[src/rtl/mem_port_arbiter.sv]
// -----------------------------------------------------------------------------
// mem_port_arbiter
//
// Two-requester arbiter in front of port A of the shared 1024x16 dual-port
// memory. Requester 0 is the game/board logic and requester 1 is the
// display/score reader. Accesses are serialised and each one takes four
// cycles: IDLE (grant), ISSUE, WAIT, then ACK. This covers the memory's
// registered read: q_a is valid the cycle after the address edge, and it is
// captured into rdata on entry to ACK.
//
// Ports
//   clock, reset_n            rising-edge clock, asynchronous active-low reset
//   req0/we0/addr0/wdata0     requester 0 request; held stable until ack0
//   ack0                      one-cycle completion pulse to requester 0
//   req1/we1/addr1/wdata1     requester 1 request; held stable until ack1
//   ack1                      one-cycle completion pulse to requester 1
//   rdata                     read data, valid in the ack cycle (shared)
//   mem_addr/mem_data/mem_we  to memory addr_a / data_a / we_a
//   mem_q                     from memory q_a
//   busy                      high whenever the FSM is not in IDLE
//
// Configuration macro
//   ARB_FIXED_PRIO_EN  When defined, requester 0 always wins a tie and no
//                      round-robin pointer is built. When undefined (the
//                      default), ties are resolved round-robin.
// -----------------------------------------------------------------------------
module mem_port_arbiter #(
  parameter int ADDR_W = 10,
  parameter int DATA_W = 16
) (
  input  logic              clock,
  input  logic              reset_n,
  input  logic              req0,
  input  logic              we0,
  input  logic [ADDR_W-1:0] addr0,
  input  logic [DATA_W-1:0] wdata0,
  output logic              ack0,
  input  logic              req1,
  input  logic              we1,
  input  logic [ADDR_W-1:0] addr1,
  input  logic [DATA_W-1:0] wdata1,
  output logic              ack1,
  output logic [DATA_W-1:0] rdata,
  output logic [ADDR_W-1:0] mem_addr,
  output logic [DATA_W-1:0] mem_data,
  output logic              mem_we,
  input  logic [DATA_W-1:0] mem_q,
  output logic              busy
);

  typedef enum logic [1:0] {
    IDLE  = 2'd0,
    ISSUE = 2'd1,
    WAIT  = 2'd2,
    ACK   = 2'd3
  } state_t;

  state_t state;
  logic   owner;   // requester currently being served
  logic   cur_we;  // latched direction of the current access
  logic   grant1;  // requester 1 would be chosen if a grant happens now

`ifdef ARB_FIXED_PRIO_EN
  assign grant1 = req1 & ~req0;
`else
  // prefer1 names the requester that wins the next tie. It points away
  // from whoever was granted last.
  logic prefer1;
  assign grant1 = req1 & (~req0 | prefer1);
`endif

  // The memory-facing registers double as the request latch: they are loaded
  // once at grant time and later changes on the requester inputs are ignored.
  always_ff @(posedge clock or negedge reset_n) begin
    if (!reset_n) begin
      state    <= IDLE;
      owner    <= 1'b0;
      cur_we   <= 1'b0;
      ack0     <= 1'b0;
      ack1     <= 1'b0;
      busy     <= 1'b0;
      mem_we   <= 1'b0;
      mem_addr <= '0;
      mem_data <= '0;
      rdata    <= '0;
`ifndef ARB_FIXED_PRIO_EN
      prefer1  <= 1'b0;
`endif
    end else begin
      case (state)
        IDLE: begin
          if (req0 || req1) begin
            owner    <= grant1;
            cur_we   <= grant1 ? we1 : we0;
            mem_we   <= grant1 ? we1 : we0;
            mem_addr <= grant1 ? addr1 : addr0;
            mem_data <= grant1 ? wdata1 : wdata0;
            busy     <= 1'b1;
`ifndef ARB_FIXED_PRIO_EN
            prefer1  <= ~grant1;
`endif
            state    <= ISSUE;
          end
        end
        ISSUE: begin
          // The write strobe lasts exactly one cycle; the address stays put.
          mem_we <= 1'b0;
          state  <= WAIT;
        end
        WAIT: begin
          // mem_q now holds the word addressed during ISSUE.
          if (!cur_we) begin
            rdata <= mem_q;
          end
          ack0  <= ~owner;
          ack1  <= owner;
          state <= ACK;
        end
        ACK: begin
          ack0  <= 1'b0;
          ack1  <= 1'b0;
          busy  <= 1'b0;
          state <= IDLE;
        end
        default: begin
          state <= IDLE;
        end
      endcase
    end
  end

endmodule
[config.mk]
export PLATFORM = sky130hd
export DESIGN_NAME = mem_port_arbiter
export DESIGN_NICKNAME = d
export VERILOG_FILES = /design/src/rtl/mem_port_arbiter.sv
export SDC_FILE = /design/constraint.sdc
export NUM_CORES = 1
export LEC_CHECK = 0
export CAP_MARGIN = 10
export CORE_AREA = 2 2 78 80
export DETAILED_ROUTE_END_ITERATION = 12
export DIE_AREA = 0 0 80 82
export PLACE_DENSITY = 0.82
export SLEW_MARGIN = 25
export SYNTH_ARGS = -nofsm -noshare
export SYNTH_HDL_FRONTEND = slang
export SYNTH_SLANG_ARGS = --single-unit
[constraint.sdc]
create_clock -name clock -period 2.8 [get_ports clock]
set_clock_uncertainty 0.05 [all_clocks]
set_input_delay 0.42 -clock clock [delete_from_list [all_inputs] [get_ports clock]]
set_output_delay 0.42 -clock clock [all_outputs]
set_load 0.02 [all_outputs]
* After elaboration in Yosys (flattened, before gate mapping)
Cells that the tools add are included.
Storage, ports and cells: flip-flop bits (word level) 51, output and inout bits 46, bits of input ports 74
Cells by class: eq/ne operators 4, reductions and logical operators 9, multiplexer cells 11, bitwise gates (word level) 6
Operators with widths (count):
- 2-to-1 mux 16 bit | 1
- 2-to-1 mux 10 bit | 1
- one-hot mux 1 bit (2 select lines) | 4
- one-hot mux 2 bit (4 select lines) | 1
- AND reduction 2 bit | 4
- nonzero test 2 bit | 3
- == test 2 bit (second input constant) | 2
- NOT 1 bit | 4
- 2-to-1 mux 1 bit | 3
- == test 2 x 1 -> 1 bit (second input constant) | 1
- zero test 2 bit | 1
- 2-to-1 mux 2 bit | 1
- != test 2 bit (second input constant) | 1
- bitwise AND 1 bit | 1
- logical OR 1 bit | 1
- bitwise OR 1 bit | 1

* Logic depth before layout (Yosys ltp)
Gate-level depths: netlist (run 1).
depth after elaboration 6, depth in mapped cells 6, mapped depth without buffers 5

* Worst setup path after synthesis (run 1)
No wires, ideal clock.
path kind register -> register, from register state[0], to register rdata[10], library setup time 125 ps, slack 1108 ps, data arrival time 1518 ps, data required time 2625 ps, cell stages (with the launch flop) 7, cell sequence dfrtp_1 > inv_1 > ha_1 > nor2b_1 > buf_2 > buf_4 > mux2_2
On the way: word-level cells in the longest chain between the ends 2
Ends and longest elaborated chain:
- start: declaration | RTL line 58 | state_t state;
- start signal: assignment | RTL line 76 | state <= IDLE;
- start signal: assignment | RTL line 102 | state <= ISSUE;
- start signal: assignment | RTL line 108 | state <= WAIT;
- == test 2 bit | RTL line 90 | case (state)
- AND reduction 2 bit (no line)
- end signal: assignment | RTL line 113 | rdata <= mem_q;
- end: declaration | RTL line 43 | output logic [DATA_W-1:0] rdata,
No other way between the ends. A chain may end at the register's enable or synchronous reset.

* Final worst setup path (run 1)
from register state[0], to register state[1]
On the way: word-level cells in the longest chain between the ends 2
Ends and longest elaborated chain (RTL line):
- == test 2 bit, or another cell as far along | 90
- one-hot mux 2 bit (4 select lines) / != test 2 bit (equally long branches)
Several ways; a longest one is shown, not always the timed one.

==> results of run 1 <==
==> cells in the final DEF, fill, tap and decap left out, drive strengths merged <==
cell type,synthesis,final
o31ai,1,1
a21o,1,1
nor3b,1,1
a221o,26,26
ha,5,5
bufinv,0,2
nor3,1,1
a22o,1,1
inv,4,4
nand2,2,2
nor2,3,3
clkbuf,7,5
a32oi,1,1
nor2b,2,2
a21boi,1,1
mux2i,2,2
mux2,17,17
a21oi,2,2
dfrtp,51,51
and3,27,27
clkinvlp,0,1
nand2b,1,1
buf,6,7
clkdlybuf4s50,0,118
o21ai,3,3
==> cell type report <==
class                           instances  area (sq um)
Fill cell                             486          2160
Inverter                                4          15.0
Clock inverter                          3          67.6
Clock buffer                            5          68.8
Tap cell                               75          93.8
Timing Repair Buffer                  125          1230
Multi-Input combinational cell         97           832
Sequential cell                        51          1280
==> stage by stage <==
step	std cells	utilization [%]
floorplan	165	-
global placement	352	60.0
detailed placement	352	60.0
CTS	360	62.4
global route	360	62.4
finish	360	62.4
==> path summary, 6_finish.rpt <==
path | start | end | depth (start not counted)
max reg2reg | state[0] | state[1] | 5
min | reset_n | mem_addr[3] | 1
min reg2reg | cur_we | cur_we | 2
max in group asynchronous | reset_n | mem_data[8] | 2
max | state[0] | state[1] | 5
min in group clock | cur_we | cur_we | 2
==> cells by family after synthesis <==
family                     count (synthesis)  share of synthesized area, %
and+or+nand+nor                           37                          10.2
AOI/OAI and AO/OA                         36                          15.0
adders and majority gates                  5                          2.85
DFF                                       51                          58.1
muxes                                     19                          9.63
buffers and inverters                     17                          4.22
==> state kept, by name, summed over array words and instances (netlist names) <==
name	count
mem_data	16
rdata	16
mem_addr	10
state	2
ack0	1
ack1	1
busy	1
cur_we	1
mem_we	1
owner	1
prefer1	1
==> power by group <==
group	leakage (nW)	internal, mW	switching (mW)
logic	0.908	1.10	0.956
registers	0.623	1.10	0.202
clock network	0.0644	0.356	0.242
total	1.60	2.55	1.40
==> layer usage <==
layer  vias up  wire length, microns
li1        866                     -
met1       896                  2380
met2        89                  2840
met3         7                   425
met4         0                    61
met5         -                     0
==> results.tsv, run 1 <==
stage	metric	value	unit
cts	Worst-path clk slew	0.09	ns
timing	Final Max Slew Viols	0	
critical_path	CP cell instances	inv_1, ha_1, buf_4, nor3b_2, mux2_2	
timing	RSZ-0062 raised after global routing	no	
pwr	pwr dens	1100	nW/um^2
run_status	run status	finished clean	
critical_path	CP top delay family	adder cells	
placement	final HPWL from detailed placement	4.31	mm
cells_and_area	fin area	3580	sq um
cts	root buffer cell	clkbuf_8	
global_routing	largest net degree at the start of global routing	32	
cts	Post-CTS Resized	0	
detailed_routing	final wirelength	5.70	mm
cells_and_area	Area Overhead vs Synth	63.2	%
global_routing	antenna violations before repair	0	
hold_path	worst hold-check path type	input port to async pin	
global_routing	GRT overflow	0	
logic_synthesis	Synth top area share	58.1	%
logic_synthesis	synthesized area per cell	13.3	sq um
critical_path	worst-path fanout max	17	
global_routing	grt met3 use	4.29	%
die	core area	5750	sq um
die	Initial Util	38.2	%
timing	Final Hold Fails	0	
global_routing	first-pass GRT wire length	8.80	mm
timing	Fin Hold WS	0.00881	ns
cells_and_area	layout net count	363	
logic_synthesis	Post-synth EDFFs	0	
logic_synthesis	Yosys cell types	25	
die	I/O pin cnt	120	
placement	Routability Congestion	0.738	
global_routing	vias in the first global route	1867	
die	row count	28	
detailed_routing	Vias	1858	
detailed_routing	drt wl/cell	15.8	microns
logic_synthesis	Post-Syn Instances	165	
timing	Fin Setup TNS	0	ns
logic_synthesis	Post-synth ARST share	100	%
job	Max-Cap Viols	0	
cells_and_area	Inserted Diodes	0	
critical_path	buffers and inverters on the worst path	2	
cts	Post-CTS Setup Inserts	0	
logic_synthesis	Seq/Total Area, Yosys	58.1	%
cts	hold-fix buffers at CTS	0	
placement	IO Port Bufs	119	
critical_path	CP Class	register to register	
critical_path	CP peak stage delay	0.49	ns
critical_path	flop2flop setup slack	0.59	ns
timing	post-layout min period	2.21	ns
timing	worst setup margin	0.592	ns
logic_synthesis	count leader, synth	dfrtp_1	
logic_synthesis	top cells by area, synth	dfrtp_1 58%, a221o_1 12%, mux2_2 8.7%, and3_1 7.7%, ha_1 2.8%	
global_routing	met2 GRT Util	30.0	%
logic_synthesis	commonest cells in the synthesized netlist	51 x dfrtp_1, 27 x and3_1, 26 x a221o_1	
critical_path	Slowest cell on crit path	ha_1	
cts	H-tree depth	2	
die	Die Ht	82	microns
logic_synthesis	Synth area leader	dfrtp_1	
logic_synthesis	Synth Register Bits	51	
detailed_routing	post-DR vias/cell	5.16	
detailed_routing	DRT Pass-1 Iters	5	
global_routing	GRT Overall Usage	17.3	%
cts	CTS Sinks	51	
logic_synthesis	Synth Warn #	0	
logic_synthesis	Post-Syn Area	2200	sq um
detailed_routing	Routed Antenna Nets	0	
die	Die ar.	6560	sq um
die	die span in x	80	microns
critical_path	CP Launch Type	register	
detailed_routing	DRC	0	
detailed_routing	Iter 0 DRT Violations	52	
timing	Worst-Margin Slew	0.518	ns
cells_and_area	layout cell share with drive strength beyond 1	12.6	%
placement	dpl cell area	3450	sq um
placement	Placement Setup Slack	0.423	ns
global_routing	met1 GRT Util	22.0	%
cts	TritonCTS buffer count	5	
critical_path	Worst EP arrival	2.35	ns
global_routing	GRT Max-Usage Layer	met2	
timing	final period utilization	78.9	%
logic_synthesis	Synth Flop Type	dfrtp_1	
timing	fmax	453	MHz
critical_path	Req. time, crit path	2.94	ns
cts	buffer levels on the longest clock path	2	
pwr	peak supply drop	0.000455	V
logic_synthesis	Syn Nets	244	
cts	CTS tree	yes	
pwr	Leak Pwr	1.60	nW
critical_path	CP Capture Type	register	
pwr	Pwr Total	3.95	mW
timing	final setup vio count	0	
timing	Slew Limit Headroom	65.5	%
cts	Clock Latency Late Sink	0.30	ns
(Power assumes the default switching activity.)
==> inputs of run 2 (changes only) <==
Settings changed: CORE_AREA 2 2 78 80 to 2 2 79 81, DIE_AREA 0 0 80 82 to 0 0 81 83, PLACE_DENSITY 0.82 to 0.8.
Clock period 2.8 ns to 2.1 ns, I/O delays scaled along.
==> run 2 against run 1 <==
  * Sequential share of layout area about the same
  * Final cell count increased by 0.83%
  * Critical path depth unchanged
  * Via count grew 0.32%
  * Worst hold slack improved by 0.44 ns
  * Global-route usage shrank 0.13 points
  * First-iteration DRC count grew 100%
  * Clock power is 9.5% higher
  * Critical path type unchanged
  * Critical endpoint is now rdata[9]
  * Largest cell class unchanged
  * Largest power group unchanged
==> results.tsv, run 2 (synthesis gave the netlist of run 1 again) <==
stage	metric	value	unit	change
run_status	run status	finished clean		
pwr	Leak Pwr	1.60	nW	+0.37%
hold_path	hold path startpoint	cur_we		
critical_path	Worst EP arrival	1.89	ns	-0.46 ns
critical_path	CP peak stage delay	0.42	ns	-0.07 ns
critical_path	CP Capture Type	register		
timing	Slew Limit Headroom	57.0	%	-8.5 points
cells_and_area	most frequent cells in the layout	118 x clkdlybuf4s50_1, 51 x dfrtp_1, 27 x and3_1		
timing	post-layout min period	1.75	ns	-0.454 ns
global_routing	largest net degree at the start of global routing	30		-6.3%
cells_and_area	largest registers	mem_data (16), rdata (16), mem_addr (10)		
cts	Worst-path clk slew	0.09	ns	about the same
critical_path	Slowest cell on crit path	dfrtp_1		
placement	Inst Count DP	355		+0.85%
global_routing	antenna violations before repair	0		unchanged
cts	Clock Latency Late Sink	0.30	ns	about the same
timing	final setup vio count	0		unchanged
detailed_routing	drt wl/cell	15.9	microns	+0.67%
timing	Worst-Margin Slew	0.645	ns	+0.127 ns
die	core area	5820	sq um	+1.2%
detailed_routing	DRT Pass-1 Iters	4		-1
timing	Final Max Slew Viols	0		unchanged
cts	buffer levels on the longest clock path	2		unchanged
critical_path	Req. time, crit path	2.24	ns	-0.70 ns
global_routing	first-pass GRT wire length	9.14	mm	+3.8%
global_routing	vias in the first global route	1880		+0.70%
job	Max-Cap Viols	0		unchanged
die	Die Ht	83	microns	+1.2%
cells_and_area	layout cell share with drive strength beyond 1	12.8	%	+0.22 points
critical_path	CP Launch Type	register		
critical_path	CP top delay family	flip-flops		
cts	root buffer cell	clkbuf_8		
detailed_routing	Routed Antenna Nets	0		unchanged
cts	hold-fix buffers at CTS	1		+1
die	Initial Util	37.8	%	-0.46 points
cells_and_area	commonest non-fill, non-tap cell in the layout	clkdlybuf4s50_1		
hold_path	Worst Hold End	cur_we		
pwr	pwr dens	1430	nW/um^2	+30%
cells_and_area	layout net count	367		+1.1%
global_routing	GRT overflow	0		unchanged
die	Die ar.	6720	sq um	+2.5%
detailed_routing	post-DR vias/cell	5.13		-0.51%
cts	Post-CTS Resized	0		unchanged
placement	Placement Setup Slack	0.200	ns	-0.224 ns
critical_path	RR Endpoint	rdata[9]		
cells_and_area	Inserted Diodes	0		unchanged
cells_and_area	Post-Layout Cell Count	363		+0.83%
placement	final HPWL from detailed placement	4.40	mm	+2.2%
hold_path	worst hold-check path type	register to register		
placement	Routability Congestion	0.758		+2.7%
die	I/O pin cnt	120		unchanged
critical_path	crit path launch	state[0]		
timing	Fin Setup TNS	0	ns	unchanged
critical_path	flop2flop setup slack	0.35	ns	-0.25 ns
cts	H-tree depth	2		unchanged
timing	RSZ-0062 raised after global routing	no		
timing	Final Hold Fails	0		unchanged
cells_and_area	Multi-input gate area	831	sq um	-0.15%
timing	worst setup margin	0.346	ns	-0.246 ns
critical_path	RR Startpoint	state[0]		
global_routing	GRT Overall Usage	17.2	%	-0.13 points
detailed_routing	DRC	0		unchanged
timing	fmax	570	MHz	+26%
pwr	peak supply drop	0.000883	V	+94%
cells_and_area	Seq. cell area	1280	sq um	unchanged
critical_path	worst-path fanout max	16		-1
cells_and_area	fillers	516		+6.2%
detailed_routing	final wirelength	5.78	mm	+1.5%
critical_path	CP cell instances	inv_1, ha_1, nor2b_1, buf_4, mux2_2		
cells_and_area	Area Overhead vs Synth	63.3	%	about the same
cts	CTS Sinks	51		unchanged
detailed_routing	Iter 0 DRT Violations	106		+100%
timing	Fin Hold WS	0.450	ns	+0.442 ns
placement	IO Port Bufs	119		unchanged
die	die span in x	81	microns	+1.3%
hold_path	hold path depth	2		
timing	final period utilization	83.5	%	+4.7 points
critical_path	CP Class	register to register		
cts	TritonCTS buffer count	5		unchanged
critical_path	buffers and inverters on the worst path	2		unchanged
cts	Post-CTS Setup Inserts	0		unchanged
detailed_routing	Vias	1864		+0.32%
cts	CTS tree	yes		
critical_path	R2R depth	5		unchanged
die	row count	28		unchanged
[run 2: cell types whose count changed in the layout (fill, tap and decap cells not counted), sizes merged]
cell	delta
dlygate4sd3	+1
bufinv	-1
buf	+3
[run 2: metrics by stage]
stage | utilization, % | total power [mW] | instance area [sq um]
floorplan | - | 3.26 | 2200
global placement | 59.7 | 4.45 | 3470
detailed placement | 59.7 | 4.54 | 3470
CTS | 61.7 | 5.20 | 3590
global route | 61.7 | 5.46 | 3590
finish | 61.7 | 5.14 | 3590
[run 2: worst reg2reg max path, delay by kind of cell (launching register included)]
kind / cells / cell delay [ns]
and+or+nand+nor: 1 / 0.16
buffers and inverters: 2 / 0.38
muxes: 1 / 0.37
DFF: 1 / 0.42
adders and majority gates: 1 / 0.27
[run 2: area by class of cell]
type / instances / share of cell area, %
flip-flops and latches: 51 / 35.6
clock inverters: 2 / 1.05
multi-input cells: 97 / 23.2
well taps: 75 / 2.62
inverters: 4 / 0.419
repair buffers: 129 / 35.2
clock buffers: 5 / 1.92
[run 2: worst max path at each step]
stage / endpoint / slack, ns / cells after the start
after floorplan: rdata[10] / 0.41 / 6
after CTS: rdata[7] / 0.33 / 5
after detailed placement: mem_addr[2] / 0.20 / 5
final: rdata[9] / 0.35 / 5
after global routing: rdata[10] / 0.27 / 5
after global placement: mem_addr[9] / 0.24 / 5
[run 2: power by group]
group	switching, mW	total (mW)	internal (mW)
Combinational	1.27	2.74	1.47
Clock	0.306	0.655	0.348
Sequential	0.280	1.75	1.47
Total	1.86	5.14	3.29
[run 2: routing by layer]
layer	track usage, %	wire [microns]	vias to the layer above
li1	-	-	869
met1	21.1	2350	891
met2	28.9	2830	93
met3	5.33	492	11
met4	4.78	112	0
met5	0	0	-
